--- config.mk ---
export PLATFORM = sky130hd
export DESIGN_NAME = flip_bits_master
export DESIGN_NICKNAME = d
export VERILOG_FILES = /design/src/rtl/flip_bits_master.sv
export SDC_FILE = /design/constraint.sdc
export NUM_CORES = 1
export LEC_CHECK = 0
export CORE_MARGIN = 2
export CORE_UTILIZATION = 35
export DETAILED_ROUTE_END_ITERATION = 16
export GPL_ROUTABILITY_DRIVEN = 1
export HOLD_SLACK_MARGIN = 0.02
export PLACE_DENSITY = 0.72
export SYNTH_ARGS = -nofsm -noshare
export SYNTH_HDL_FRONTEND = slang
export SYNTH_SLANG_ARGS = --single-unit
--- constraint.sdc ---
create_clock -name clock_sink_clk -period 2.88 [get_ports clock_sink_clk]
set_input_delay 0.576 -clock clock_sink_clk [delete_from_list [all_inputs] [get_ports clock_sink_clk]]
set_output_delay 0.576 -clock clock_sink_clk [all_outputs]
set_load 0.02 [all_outputs]
--- src/rtl/flip_bits_master.sv ---
// flip_bits_master: Avalon-MM sequencer that runs one bit-flip job on the slave per streamed request
module flip_bits_master #(
  parameter logic [7:0]  ADDR_CMD      = 8'd1,
  parameter logic [7:0]  ADDR_STATUS   = 8'd2,
  parameter logic [7:0]  ADDR_INP      = 8'd3,
  parameter logic [7:0]  ADDR_OUTP     = 8'd4,
  parameter logic [31:0] CMD_CODE      = 32'd1,
  parameter int          SETTLE_CYCLES = 4,
  parameter int          POLL_LIMIT    = 64
) (
  input  logic        clock_sink_clk,
  input  logic        reset_sink_reset,
  input  logic        in_valid,
  input  logic [31:0] in_data,
  output logic        in_ready,
  output logic        out_valid,
  output logic [31:0] out_data,
  output logic        out_error,
  input  logic        out_ready,
  output logic [7:0]  avalon_master_address,
  output logic        avalon_master_read,
  input  logic [31:0] avalon_master_readdata,
  output logic        avalon_master_write,
  output logic [31:0] avalon_master_writedata,
  output logic        busy,
  output logic [15:0] job_count,
  output logic [15:0] timeout_count
);
  typedef enum logic [2:0] {IDLE, WR_INP, WR_CMD, SETTLE, POLL, RD_OUT, CLR, OUT} state_t;
  state_t state, state_nx;
  logic [31:0] job, result;
  logic err;
  logic [15:0] settle_cnt, poll_cnt;
  logic hit, last_poll, settled;
  assign hit = avalon_master_readdata[0];
  assign last_poll = poll_cnt == 16'(POLL_LIMIT - 1);
  assign settled = settle_cnt == 16'(SETTLE_CYCLES - 1);
  assign out_data = result;
  assign out_error = err;
  always_ff @(posedge clock_sink_clk)
    if (reset_sink_reset) state <= IDLE;
    else state <= state_nx;
  always_comb begin
    state_nx = state;
    case (state)
      IDLE:    state_nx = in_valid ? WR_INP : IDLE;
      WR_INP:  state_nx = WR_CMD;
      WR_CMD:  state_nx = SETTLE;
      SETTLE:  state_nx = settled ? POLL : SETTLE;
      POLL:    state_nx = hit ? RD_OUT : last_poll ? CLR : POLL;
      RD_OUT:  state_nx = CLR;
      CLR:     state_nx = OUT;
      OUT:     state_nx = out_ready ? IDLE : OUT;
      default: state_nx = IDLE;
    endcase
  end
  always_comb begin
    avalon_master_read = state == POLL || state == RD_OUT;
    avalon_master_write = state == WR_INP || state == WR_CMD || state == CLR;
    avalon_master_address = state == WR_INP ? ADDR_INP :
                            state == WR_CMD ? ADDR_CMD :
                            state == POLL || state == CLR ? ADDR_STATUS :
                            state == RD_OUT ? ADDR_OUTP : 8'd0;
    avalon_master_writedata = state == WR_INP ? job : state == WR_CMD ? CMD_CODE : 32'd0;
    in_ready = state == IDLE && !reset_sink_reset;
    out_valid = state == OUT;
    busy = state != IDLE;
  end
  // The status read data is sampled in the same cycle as the POLL strobe.
  always_ff @(posedge clock_sink_clk)
    if (reset_sink_reset) begin
      job <= 32'd0;
      result <= 32'd0;
      err <= 1'b0;
      settle_cnt <= 16'd0;
      poll_cnt <= 16'd0;
      job_count <= 16'd0;
      timeout_count <= 16'd0;
    end else begin
      if (state == IDLE && in_valid) begin
        job <= in_data;
        result <= 32'd0;
        err <= 1'b0;
      end
      if (state == WR_CMD) begin
        settle_cnt <= 16'd0;
        poll_cnt <= 16'd0;
      end
      if (state == SETTLE) settle_cnt <= settle_cnt + 16'd1;
      if (state == POLL && !hit && !last_poll) poll_cnt <= poll_cnt + 16'd1;
      if (state == POLL && !hit && last_poll) begin
        err <= 1'b1;
        result <= 32'd0;
      end
      if (state == RD_OUT) result <= avalon_master_readdata;
      if (state == CLR) begin
        job_count <= job_count + 16'd1;
        timeout_count <= timeout_count + {15'd0, err};
      end
    end
endmodule

# Yosys cells after proc, flatten, opt, wreduce, memory -nomap -nowiden
# Cells that the tools add are included.
[word_totals] out_inout_bits=110 ff_bits=132 latchBits=0 inputBits=68 rom_bits=0 n_memories=0 ramBits=0 elab_cells=59
[op_classes] n_div=0 shifts=0 add_sub_neg=4 multipliers=0 magnitude_cmp=0 mux=20 n_bitwise=0 eq_ne=9 n_reduce_logical=18
[op_table] op="$mux 32" count=4
[op_table] op="$add 16x1->16 const B" count=3
[op_table] op="$mux 16" count=3
[op_table] op="$pmux 3 s8" count=1
[op_table] op="$mux 3" count=6
[op_table] op="$add 16x1->16" count=1
[op_table] op="$eq 16x2->1 const B" count=1
[op_table] op="$eq 16x6->1 const B" count=1
[op_table] op="$eq 3x3->1 const B" count=4
[op_table] op="$eq 3x2->1 const B" count=2
[op_table] op="$reduce_bool 2->1" count=3
[op_table] op="$reduce_bool 3->1" count=2
[op_table] op="$logic_and 1x1->1" count=5
[op_table] op="$logic_or 1x1->1" count=4
[op_table] op="$mux 1" count=4
[op_table] op="$mux 2" count=2
[op_table] op="$eq 3x1->1 const B" count=1
[op_table] op="$logic_not 1->1" count=3
[op_table] op="$logic_not 3->1" count=1

# Depth between registers and ports, before layout
# Gate-level depths: netlist (run 1).
[depth] word_depth=5 mapped_depth=7 mapped_depth_nobuf=5

# Worst setup path after synthesis (run 1)
# Ideal clock, no wire load.
[synth_timing] kind="input to output" startpoint="in reset_sink_reset" endpoint="out in_ready" required_ns=2.304 t_arrival_ns=1.784 path_buffers=4 setup_slack_ns=0.520 path_stages=5 path_cell_list="clkbuf_1 clkbuf_1 clkbuf_1 clkbuf_1 nor2_1"
[synth_via] elab_chain_cells=2
[synth_lines] item="start, declared" line="12" rtl="input logic reset_sink_reset,"
[synth_lines] item="$logic_not 1->1" line="65" rtl="in_ready = state == IDLE && !reset_sink_reset;"
[synth_lines] item="$logic_and 1x1->1" line="65"
[synth_lines] item="end, declared" line="15" rtl="output logic in_ready,"
# No other way between the ends.

# Worst setup path in the final report (run 1)
[layout_timing] startpoint="reg state[2]" endpoint="out avalon_master_address[0]"
[layout_via] elab_chain_cells=5 word_cells_on_any_way=8 classes_between="4 x eq/ne; 3 x mux; 1 x reduce/logical"
[layout_lines] item="start, declared" line="30" rtl="state_t state, state_nx;"
[layout_lines] item="start signal, assigned" line="42" rtl="else state <= state_nx;"
[layout_lines] item="$eq 3x3->1" line="62" rtl="state == POLL || state == CLR ? ADDR_STATUS :"
[layout_lines] item="$logic_or 1x1->1" line="62"
[layout_lines] item="$mux 3" line="62"
[layout_lines] item="$mux 3" line="61" rtl="state == WR_CMD ? ADDR_CMD :"
[layout_lines] item="$mux 3 *" line="60" rtl="avalon_master_address = state == WR_INP ? ADDR_INP :"
[layout_lines] item="end, declared" line="20" rtl="output logic [7:0] avalon_master_address,"
# Every way passes the cells marked *; elsewhere a longest branch is shown, timed or not.

==> results of run 1 <==
-- sequential cells by signal (all words and copies together) (netlist names) --
name           flops
timeout_count     16
poll_cnt          16
settle_cnt        16
job               32
out_data          32
state              3
out_error          1
job_count         16
-- cells in the mapped netlist (6+ instances only) --
cell,count
xnor2_1,6
mux2i_1,8
and4_1,6
or4_1,8
nor3_1,10
clkbuf_1,31
dfxtp_1,132
xor2_1,16
or3_1,8
a22o_1,32
nand3_1,28
nand2_1,100
nor4_1,7
nand4_1,22
o21ai_0,13
buf_4,6
and3_1,7
inv_1,7
and2_1,36
a21oi_1,53
nor2_1,48
-- through the flow --
stage	instance area [µm²]	hold slack (ns)	worst slack [ns]	power, mW
after global routing	8440	0.466	0.00103	4.62
after global placement	7760	0.436	0.272	2.29
after detailed placement	7760	0.442	0.262	2.29
after floorplan	5870	0.432	0.520	2.11
after CTS	8370	0.450	0.00859	4.49
final	8440	0.448	0.0882	4.45
-- cell usage in the layout, fill, tap and decap left out, types with 7 or more instances in the layout --
| cell | n |
|---|---|
| a22o_1 | 32 |
| nor3_1 | 8 |
| or3_1 | 8 |
| nand3_1 | 28 |
| clkdlybuf4s50_1 | 143 |
| nor2_1 | 48 |
| xor2_1 | 16 |
| dfxtp_1 | 132 |
| nand4_1 | 22 |
| clkbuf_16 | 17 |
| buf_4 | 15 |
| inv_1 | 7 |
| nand2_1 | 100 |
| a21oi_1 | 53 |
| o21ai_0 | 13 |
| and2_1 | 36 |
| or4_1 | 8 |
| dlymetal6s2s_1 | 28 |
| mux2i_1 | 8 |
| and3_1 | 7 |
-- final cells by class --
class	instances	area [µm²]
Tap cell	220	275
Inverter	8	30.0
Clock buffer	19	443
Fill cell	1505	8020
Clock inverter	13	158
Timing Repair Buffer	187	1910
Multi-Input combinational cell	487	2990
Sequential cell	132	2640
-- cell families after synthesis --
group | after synthesis | synth area share [%]
flip-flops | 132 | 45.1
AO/OA/AOI/OAI | 122 | 13.6
XOR/XNOR | 22 | 3.29
AND/OR/NAND/NOR | 316 | 29.2
other | 1 | 0.0641
adder cells (fa/ha/maj) | 5 | 1.07
buffers and inverters | 55 | 4.53
multiplexers | 17 | 3.10
-- worst max-delay path: stages, from the launching register on --
cell	delay (ns)
dfxtp_1	0.40
or3b_2	0.66
nand2_1	0.13
clkdlybuf4s50_1	0.62
-- report_power, final --
part           total (mW)  leakage [nW]  internal (mW)  switching [mW]
registers            1.88          1.07           1.86          0.0151
clock network        2.20         0.285           1.38           0.818
logic               0.375          2.15          0.171           0.204
total                4.45          3.50           3.41            1.04
-- metal layers --
metal  GRT usage, %  routed length [µm]  up-vias
met5              0                   0        -
met4           4.20                 135        0
met2           27.2                6920      149
met1           23.7                7460     2545
met3           5.48                 992       10
li1               -                   -     2696
-- how the worst max path moves through the flow --
stage,startpoint,to,slack (ns),depth (start not counted)
detailed placement,avalon_master_readdata[0],poll_cnt[11]$_SDFFE_PP0P_,0.26,5
finish,state[2]$_SDFF_PP0_,avalon_master_address[0],0.09,3
CTS,state[0]$_SDFF_PP0_,avalon_master_writedata[25],0.009,5
global route,state[0]$_SDFF_PP0_,avalon_master_writedata[31],0.001,5
floorplan,reset_sink_reset,in_ready,0.52,5
global placement,avalon_master_readdata[0],poll_cnt[11]$_SDFFE_PP0P_,0.27,5
-- repair_timing --
action	CTS	global route
gates resized for setup	1	29
hold endpoints to repair	0	0
endpoints found under the setup margin	1	32
==> reports/qor.csv, run 1 <==
stage,metric,value,unit
global_routing,Total Routing Usage GR,17.5,%
clock_tree,Clock Latency Late Sink,0.41,ns
setup_path,r2r endpoint,settle_cnt[12]$_SDFFE_PP0P_,
global_routing,first-pass GRT wire length,25.7,mm
clock_tree,CTS tree,yes,
final_layout,final core utilization,51.3,%
synthesis,"top cells by area, synth","dfxtp_1 (45%), nand2_1 (6.4%), a22o_1 (4.8%), a21oi_1 (4.5%), and2_1 (3.8%)",
setup_path,crit end category,output pin,
timing,max_slew headroom,48.5,%
setup_path,Worst R2R Start,state[2]$_SDFF_PP0_,
power,worst vdd ir,0.000412,V
drt,DRT Wirelength,15.5,mm
floorplan,DIE WIDTH,133,µm
drt,DR pass1 iterations,4,
timing,Tmin final,2.79,ns
min_path,Hold Path Class,flip-flop to flip-flop,
min_path,worst hold endpoint,job[24]$_SDFFE_PP0P_,
setup_path,"Req. time, crit path",2.30,ns
synthesis,Post-synth ARST share,0,%
floorplan,site row count,47,
floorplan,Core ar.,16500,µm²
timing,final hold vios,0,
placement,post-DP HPWL,10.4,mm
synthesis,Netlist cell types,57,
power,leakage,3.50,nW
synthesis,mapped cell area,5850,µm²
synthesis,synth warn,0,
floorplan,die area,17800,µm²
synthesis,"Top FF cell, synth",dfxtp_1,
final_layout,Antenna Cells,0,
clock_tree,CTS Buf Count,17,
final_layout,Final Net Count,906,
timing,clock skew,0.00678,ns
clock_tree,Post-CTS Setup Inserts,0,
setup_path,type of origin of the critical path,flip-flop,
outcome,status,completed,
timing,Worst-Margin Slew,0.773,ns
synthesis,top cell type's share of synthesized area,45.1,%
min_path,HP Start,job[24]$_SDFFE_PP0P_,
setup_path,FF-to-FF setup slack,0.72,ns
synthesis,Yosys reg bits,132,
setup_path,"critical path fanouts, max",14,
timing,max-slew violation count,0,
timing,period utilization,96.9,%
final_layout,layout cell share with drive strength beyond 1,8.98,%
final_layout,Area Overhead vs Synth,44.2,%
clock_tree,H-tree levels,4,
min_path,Hold Crit Depth,2,
synthesis,Syn Inst Count,670,
setup_path,r2r worst-path depth,5,
clock_tree,clock sinks,132,
clock_tree,Bufs on Longest Clock Path,2,
floorplan,IO Count,178,
clock_tree,hold buffers post-CTS,0,
drt,1st-iter DRT viols,345,
timing,Achievable Freq,0.358,GHz
floorplan,Die Y,133,µm
drt,Vias/cell,5.07,
global_routing,vias in the first global route,5049,
synthesis,"EDFF count, synth",0,
flow_run,max-cap viol count,0,
drt,Residual DRC,0,
timing,RSZ-0062 raised after global routing,no,
timing,count of final setup violators,0,
global_routing,grt ovf,0,
floorplan,initial cell density of the core,35.6,%
clock_tree,Worst-path clk slew,0.06,ns
drt,wire per inst,14.6,µm
synthesis,"Seq/Total Area, Yosys",45.1,%
setup_path,CP Data Arrival Time,2.22,ns
timing,Setup TNS Final,0,ns
placement,Placed Cells,1034,
placement,RePlAce Congestion,0.869,
drt,post-route ant nets,0,
drt,via count,5400,
global_routing,pin count of the biggest net entering global routing,73,
setup_path,CP Class,flip-flop to output pin,
power,Power Dens Cells,527,nW/µm²
synthesis,dominant cell type by area after synthesis,dfxtp_1,
global_routing,initial antenna violation count,0,
placement,Port Buffers,172,
clock_tree,CTS Root Cell,clkbuf_16,
synthesis,Mapped Avg Cell Area,8.74,µm²
final_layout,Non-Filler Instances,1066,
(Power assumes the default switching activity.)
==> inputs of run 2 (changes only) <==
--- a/config.mk
+++ b/config.mk
@@ -6,11 +6,12 @@
 export NUM_CORES = 1
 export LEC_CHECK = 0
 export CORE_MARGIN = 2
-export CORE_UTILIZATION = 35
+export CORE_UTILIZATION = 51
 export DETAILED_ROUTE_END_ITERATION = 16
 export GPL_ROUTABILITY_DRIVEN = 1
 export HOLD_SLACK_MARGIN = 0.02
-export PLACE_DENSITY = 0.72
+export PLACE_DENSITY = 0.95
+export SLEW_MARGIN = 0
 export SYNTH_ARGS = -nofsm -noshare
 export SYNTH_HDL_FRONTEND = slang
 export SYNTH_SLANG_ARGS = --single-unit
==> run 2 against run 1 <==
  * Sequential share of layout area rose by 0.65 points
  * Combinational power rose by 5%
  * Wire length rose by 18%
  * Sequential cell count unchanged
  * Die area fell by 31%
  * Non-clock buffer count unchanged
  * Setup slack got worse by 0.052 ns
  * Sequential power is essentially flat
  * Clock skew barely moved
  * Critical path depth up 3
  * Clock-buffer cell count up 5
==> reports/qor.csv, run 2 (synthesis gave the netlist of run 1 again) <==
stage,metric,value,unit,change
timing,max_slew headroom,55.7,%,was 48.5%
placement,RePlAce Congestion,0.868,,was 0.869
setup_path,"Req. time, crit path",2.30,ns,about the same
global_routing,Total Routing Usage GR,29.1,%,was 17.5%
floorplan,DIE WIDTH,111,µm,was 133 µm
clock_tree,CTS Buf Count,17,,unchanged
clock_tree,H-tree levels,4,,unchanged
global_routing,first-pass GRT wire length,28.8,mm,was 25.7 mm
setup_path,Worst R2R Start,state[2]$_SDFF_PP0_,,unchanged
power,worst vdd ir,0.000512,V,was 0.000412 V
clock_tree,clock sinks,132,,unchanged
drt,post-route ant nets,0,,unchanged
drt,1st-iter DRT viols,585,,was 345
final_layout,post-route standard cell area excluding fillers,8280,µm²,was 8440 µm²
global_routing,pin count of the biggest net entering global routing,56,,was 73
drt,via count,5774,,"was 5,400"
drt,DR pass1 iterations,6,,was 4
placement,post-DP HPWL,11.5,mm,was 10.4 mm
placement,Port Buffers,172,,unchanged
setup_path,type of origin of the critical path,flip-flop,,unchanged
drt,Vias/cell,5.84,,was 5.07
floorplan,Core ar.,11300,µm²,"was 16,500 µm²"
setup_path,crit end category,output pin,,unchanged
final_layout,most frequent cells in the layout,"clkdlybuf4s50_1 (171), dfxtp_1 (131), nand2_1 (100), a21oi_1 (53), nor2_1 (48)",,"was clkdlybuf4s50_1 (143), dfxtp_1 (132), nand2_1 (100), a21oi_1 (53), nor2_1 (48)"
drt,Residual DRC,0,,unchanged
final_layout,"commonest non-fill, non-tap cell in the layout",clkdlybuf4s50_1,,unchanged
floorplan,initial cell density of the core,51.7,%,was 35.6%
final_layout,# fillers,756,,"was 1,505"
timing,Setup TNS Final,0,ns,unchanged
flow_run,max-cap viol count,0,,unchanged
global_routing,vias in the first global route,5557,,"was 5,049"
floorplan,site row count,39,,was 47
timing,period utilization,98.7,%,was 96.9%
global_routing,initial antenna violation count,0,,unchanged
floorplan,die area,12400,µm²,"was 17,800 µm²"
floorplan,Die Y,111,µm,was 133 µm
clock_tree,hold buffers post-CTS,0,,unchanged
floorplan,IO Count,178,,unchanged
setup_path,"critical path fanouts, max",16,,was 14
power,Power Dens Cells,534,nW/µm²,was 527 nW/µm²
min_path,Hold Path Class,flip-flop to flip-flop,,unchanged
final_layout,Final Net Count,906,,unchanged
timing,final hold vios,0,,unchanged
min_path,HP Start,job[10]$_SDFFE_PP0P_,,was job[24]$_SDFFE_PP0P_
setup_path,r2r endpoint,settle_cnt[14]$_SDFFE_PP0P_,,was settle_cnt[12]$_SDFFE_PP0P_
outcome,status,completed,,unchanged
drt,DRT Wirelength,18.3,mm,was 15.5 mm
timing,RSZ-0062 raised after global routing,yes,,was no
setup_path,CP Data Arrival Time,2.27,ns,was 2.22 ns
setup_path,CP Class,flip-flop to output pin,,unchanged
power,Total Power,4.43,mW,was 4.45 mW
clock_tree,CTS Root Cell,clkbuf_16,,unchanged
timing,clock skew,0.00716,ns,was 0.00678 ns
timing,Achievable Freq,0.352,GHz,was 0.358 GHz
power,leakage,2.99,nW,was 3.50 nW
timing,Tmin final,2.84,ns,was 2.79 ns
timing,max-slew violation count,0,,unchanged
clock_tree,CTS tree,yes,,unchanged
min_path,worst hold endpoint,job[10]$_SDFFE_PP0P_,,was job[24]$_SDFFE_PP0P_
final_layout,layout cell share with drive strength beyond 1,8.87,%,was 8.98%
final_layout,Antenna Cells,0,,unchanged
clock_tree,Bufs on Longest Clock Path,2,,unchanged
global_routing,grt ovf,0,,unchanged
clock_tree,Worst-path clk slew,0.06,ns,about the same
setup_path,r2r worst-path depth,5,,unchanged
timing,count of final setup violators,0,,unchanged
min_path,Hold Crit Depth,2,,unchanged
clock_tree,Clock Latency Late Sink,0.43,ns,was 0.41 ns
setup_path,FF-to-FF setup slack,0.65,ns,was 0.72 ns
final_layout,Area Overhead vs Synth,41.5,%,was 44.2%
timing,Worst-Margin Slew,0.662,ns,was 0.773 ns
drt,wire per inst,18.5,µm,was 14.6 µm
placement,DP Area,7650,µm²,was 7760 µm²
==> run 2: through the flow <==
| stage | std cells | hold WS [ns] | util, % | worst slack [ns] |
|---|---|---|---|---|
| 2_1_floorplan | 674 | 0.432 | - | 0.520 |
| 3_3_place_gp | 955 | 0.443 | 67.6 | 0.332 |
| 3_5_place_dp | 955 | 0.444 | 67.6 | 0.297 |
| 4_1_cts | 987 | 0.451 | 72.9 | 0.00950 |
| 5_1_grt | 989 | 0.478 | 73.2 | -0.0196 |
| 6_report | 989 | 0.449 | 73.2 | 0.0361 |
==> run 2: layout make-up <==
| type | count | area [µm²] | share of cell area (%) |
|---|---|---|---|
| clock buffer | 24 | 492 | 5.94 |
| tap | 143 | 179 | 2.16 |
| clock inverter | 8 | 98.8 | 1.19 |
| sequential | 132 | 2650 | 31.9 |
| multi-input combinational | 487 | 3000 | 36.2 |
| inverter | 8 | 30.0 | 0.363 |
| timing repair buffer | 187 | 1840 | 22.2 |
==> run 2: repair_timing <==
item	in CTS	in global routing
gates cloned	0	1
endpoints found under the setup margin	33	34
gates resized for setup	2	7
setup buffers	0	1
==> run 2: how the worst max path moves through the flow <==
| stage | depth (start not counted) | start | slack [ns] | endpoint |
|---|---|---|---|---|
| final | 6 | state[0]$_SDFF_PP0_ | 0.04 | avalon_master_writedata[23] |
| after detailed placement | 5 | state[0]$_SDFF_PP0_ | 0.30 | avalon_master_writedata[12] |
| after floorplan | 5 | reset_sink_reset | 0.52 | in_ready |
| after global routing | 6 | state[0]$_SDFF_PP0_ | -0.02 | avalon_master_writedata[22] |
| after global placement | 5 | avalon_master_readdata[0] | 0.33 | poll_cnt[11]$_SDFFE_PP0P_ |
| after CTS | 3 | state[2]$_SDFF_PP0_ | 0.01 | avalon_master_writedata[0] |
==> run 2: routing by layer <==
metal | vias to the layer above | share of wire, % | track usage (%)
li1 | 2692 | - | -
met1 | 2724 | 38 | 34.4
met2 | 307 | 50 | 49.0
met3 | 51 | 8.5 | 9.29
met4 | 0 | 3.3 | 11.9
met5 | - | 0 | 0
==> run 2: critical path, cell delays in order, from the launching register on <==
cell and delay [ns]:
dfxtp_4 0.42, inv_2 0.12, nor3_4 0.20, buf_4 0.18
buf_6 0.17, and2_1 0.14, clkdlybuf4s50_1 0.60
==> run 2: where the power goes <==
part	total [mW]	switching (mW)	internal, mW	leakage (nW)
combinational	0.394	0.217	0.177	1.64
clock	2.15	0.786	1.36	0.286
sequential	1.89	0.0246	1.86	1.07
==> inputs of run 3 (changes only) <==
--- a/config.mk
+++ b/config.mk
@@ -9,6 +9,7 @@
 export CORE_UTILIZATION = 51
 export DETAILED_ROUTE_END_ITERATION = 16
 export GPL_ROUTABILITY_DRIVEN = 1
+export GPL_TIMING_DRIVEN = 0
 export HOLD_SLACK_MARGIN = 0.02
 export PLACE_DENSITY = 0.95
 export SLEW_MARGIN = 0
==> run 3 against run 2 <==
  * Sequential cell count unchanged
  * Combinational power up 4%
  * Clock power up 21%
  * Critical endpoint is now in_ready
  * Final cell count up 3.0%
  * Critical path type is now input pin to output pin
==> reports/qor.csv, run 3 (synthesis gave the netlist of run 1 again) <==
stage,metric,value,unit,change
clock_tree,Worst-path clk slew,0.05,ns,was 0.06 ns
clock_tree,CTS Buf Count,17,,unchanged
clock_tree,Bufs on Longest Clock Path,2,,unchanged
setup_path,"Req. time, crit path",2.30,ns,about the same
global_routing,first-pass GRT wire length,29.9,mm,was 28.8 mm
setup_path,type of origin of the critical path,input pin,,was flip-flop
timing,Tmin final,2.81,ns,was 2.84 ns
final_layout,Area Overhead vs Synth,44.6,%,was 41.5%
global_routing,Total Routing Usage GR,30.3,%,was 29.1%
final_layout,layout cell share with drive strength beyond 1,9.36,%,was 8.87%
clock_tree,CTS tree,yes,,unchanged
flow_run,max-cap viol count,0,,unchanged
final_layout,Final Net Count,936,,was 906
timing,Worst-Margin Slew,1.00,ns,was 0.662 ns
final_layout,post-route standard cell area excluding fillers,8470,µm²,was 8280 µm²
final_layout,Antenna Cells,0,,unchanged
floorplan,die area,12400,µm²,unchanged
power,leakage,3.26,nW,was 2.99 nW
power,worst vdd ir,0.000489,V,was 0.000512 V
drt,wire per inst,18.5,µm,about the same
global_routing,vias in the first global route,5911,,"was 5,557"
final_layout,"commonest non-fill, non-tap cell in the layout",clkdlybuf4s50_1,,unchanged
timing,Post-Route Hold Slack,0.448,ns,was 0.449 ns
timing,max_slew headroom,32.5,%,was 55.7%
clock_tree,CTS Root Cell,clkbuf_16,,unchanged
drt,post-route ant nets,0,,unchanged
timing,final hold vios,0,,unchanged
timing,count of final setup violators,0,,unchanged
floorplan,Die Y,111,µm,unchanged
floorplan,initial cell density of the core,51.7,%,unchanged
timing,max-slew violation count,0,,unchanged
timing,period utilization,97.7,%,was 98.7%
global_routing,initial antenna violation count,0,,unchanged
final_layout,most frequent cells in the layout,"clkdlybuf4s50_1 (140), dfxtp_1 (132), nand2_1 (100), a21oi_1 (53), nor2_1 (48)",,"was clkdlybuf4s50_1 (171), dfxtp_1 (131), nand2_1 (100), a21oi_1 (53), nor2_1 (48)"
drt,Residual DRC,0,,unchanged
drt,DRT Wirelength,18.9,mm,was 18.3 mm
setup_path,"critical path fanouts, max",10,,was 16
drt,Vias/cell,5.95,,was 5.84
timing,Achievable Freq,0.356,GHz,was 0.352 GHz
power,Power Dens Cells,577,nW/µm²,was 534 nW/µm²
setup_path,crit end category,output pin,,unchanged
floorplan,IO Count,178,,unchanged
setup_path,CP Data Arrival Time,2.24,ns,was 2.27 ns
global_routing,grt ovf,0,,unchanged
placement,RePlAce Congestion,0.904,,was 0.868
floorplan,DIE WIDTH,111,µm,unchanged
drt,DR pass1 iterations,8,,was 6
clock_tree,H-tree levels,4,,unchanged
drt,via count,6067,,"was 5,774"
clock_tree,Clock Latency Late Sink,0.43,ns,about the same
global_routing,pin count of the biggest net entering global routing,17,,was 56
timing,clock skew,0.00722,ns,was 0.00716 ns
min_path,Hold Path Class,flip-flop to flip-flop,,unchanged
clock_tree,clock sinks,132,,unchanged
placement,post-DP HPWL,12.1,mm,was 11.5 mm
placement,DP Area,7760,µm²,was 7650 µm²
outcome,status,completed,,unchanged
placement,Port Buffers,171,,was 172
drt,1st-iter DRT viols,640,,was 585
floorplan,site row count,39,,unchanged
floorplan,Core ar.,11300,µm²,unchanged
setup_path,CP Class,input pin to output pin,,was flip-flop to output pin
timing,RSZ-0062 raised after global routing,no,,was yes
clock_tree,Post-CTS Setup Inserts,0,,unchanged
run 3: cell type report:
| cell class | instances | area (µm²) |
|---|---|---|
| Fill cell | 710 | 2850 |
| Tap cell | 143 | 179 |
| Multi-Input combinational cell | 487 | 2980 |
| Buffer | 46 | 253 |
| Clock inverter | 13 | 253 |
| Sequential cell | 132 | 2640 |
| Inverter | 8 | 30.0 |
| Clock buffer | 19 | 453 |
| Timing Repair Buffer | 171 | 1680 |
run 3: through the flow:
step           std cells  setup slack (ns)  util (%)  total power, mW  TNS (ns)
4_1_cts             1019            0.0152      74.7             4.87         0
6_report            1019            0.0677      74.8             4.88         0
2_1_floorplan        674             0.520         -             2.11         0
5_1_grt             1019           0.00161      74.8             5.00         0
3_3_place_gp         988            -0.698      68.5             2.30    -0.747
3_5_place_dp         988            -0.671      68.5             2.31    -0.774
run 3: per-layer routing:
layer	track usage, %	share of wire [%]	vias up	wire length [µm]
met2	52.6	50	354	9420
li1	-	-	2764	-
met5	0	0	-	0
met3	7.87	8.7	67	1640
met1	33.9	37	2882	7040
met4	16.4	4.1	0	774
run 3: worst paths after layout:
path	startpoint	slack, ns	endpoint	depth (start not counted)
max reg2reg	state[0]$_SDFF_PP0_	0.51	out_data[26]$_SDFFE_PP0P_	5
min reg2reg	job[11]$_SDFFE_PP0P_	0.45	job[11]$_SDFFE_PP0P_	2
min	job[11]$_SDFFE_PP0P_	0.45	job[11]$_SDFFE_PP0P_	2
max	reset_sink_reset	0.07	in_ready	6
run 3: worst max-delay path: stages:
cell,delay [ns]
clkbuf_2,0.23
clkbuf_2,0.30
clkbuf_4,0.28
clkbuf_4,0.24
nor2_1,0.06
clkdlybuf4s50_1,0.53
run 3: what timing repair did:
action / 4_1_cts / 5_1_grt
hold endpoints to repair: 0 / 0
gates cloned: 0 / 0
hold buffers: 0 / 0
gates resized for setup: 44 / 4
endpoints found under the setup margin: 34 / 2
run 3: power by group:
part | leakage [nW] | internal, mW | switching [mW]
Sequential | 1.07 | 1.86 | 0.0147
Combinational | 1.85 | 0.178 | 0.229
Clock | 0.339 | 1.76 | 0.846
Total | 3.26 | 3.79 | 1.09
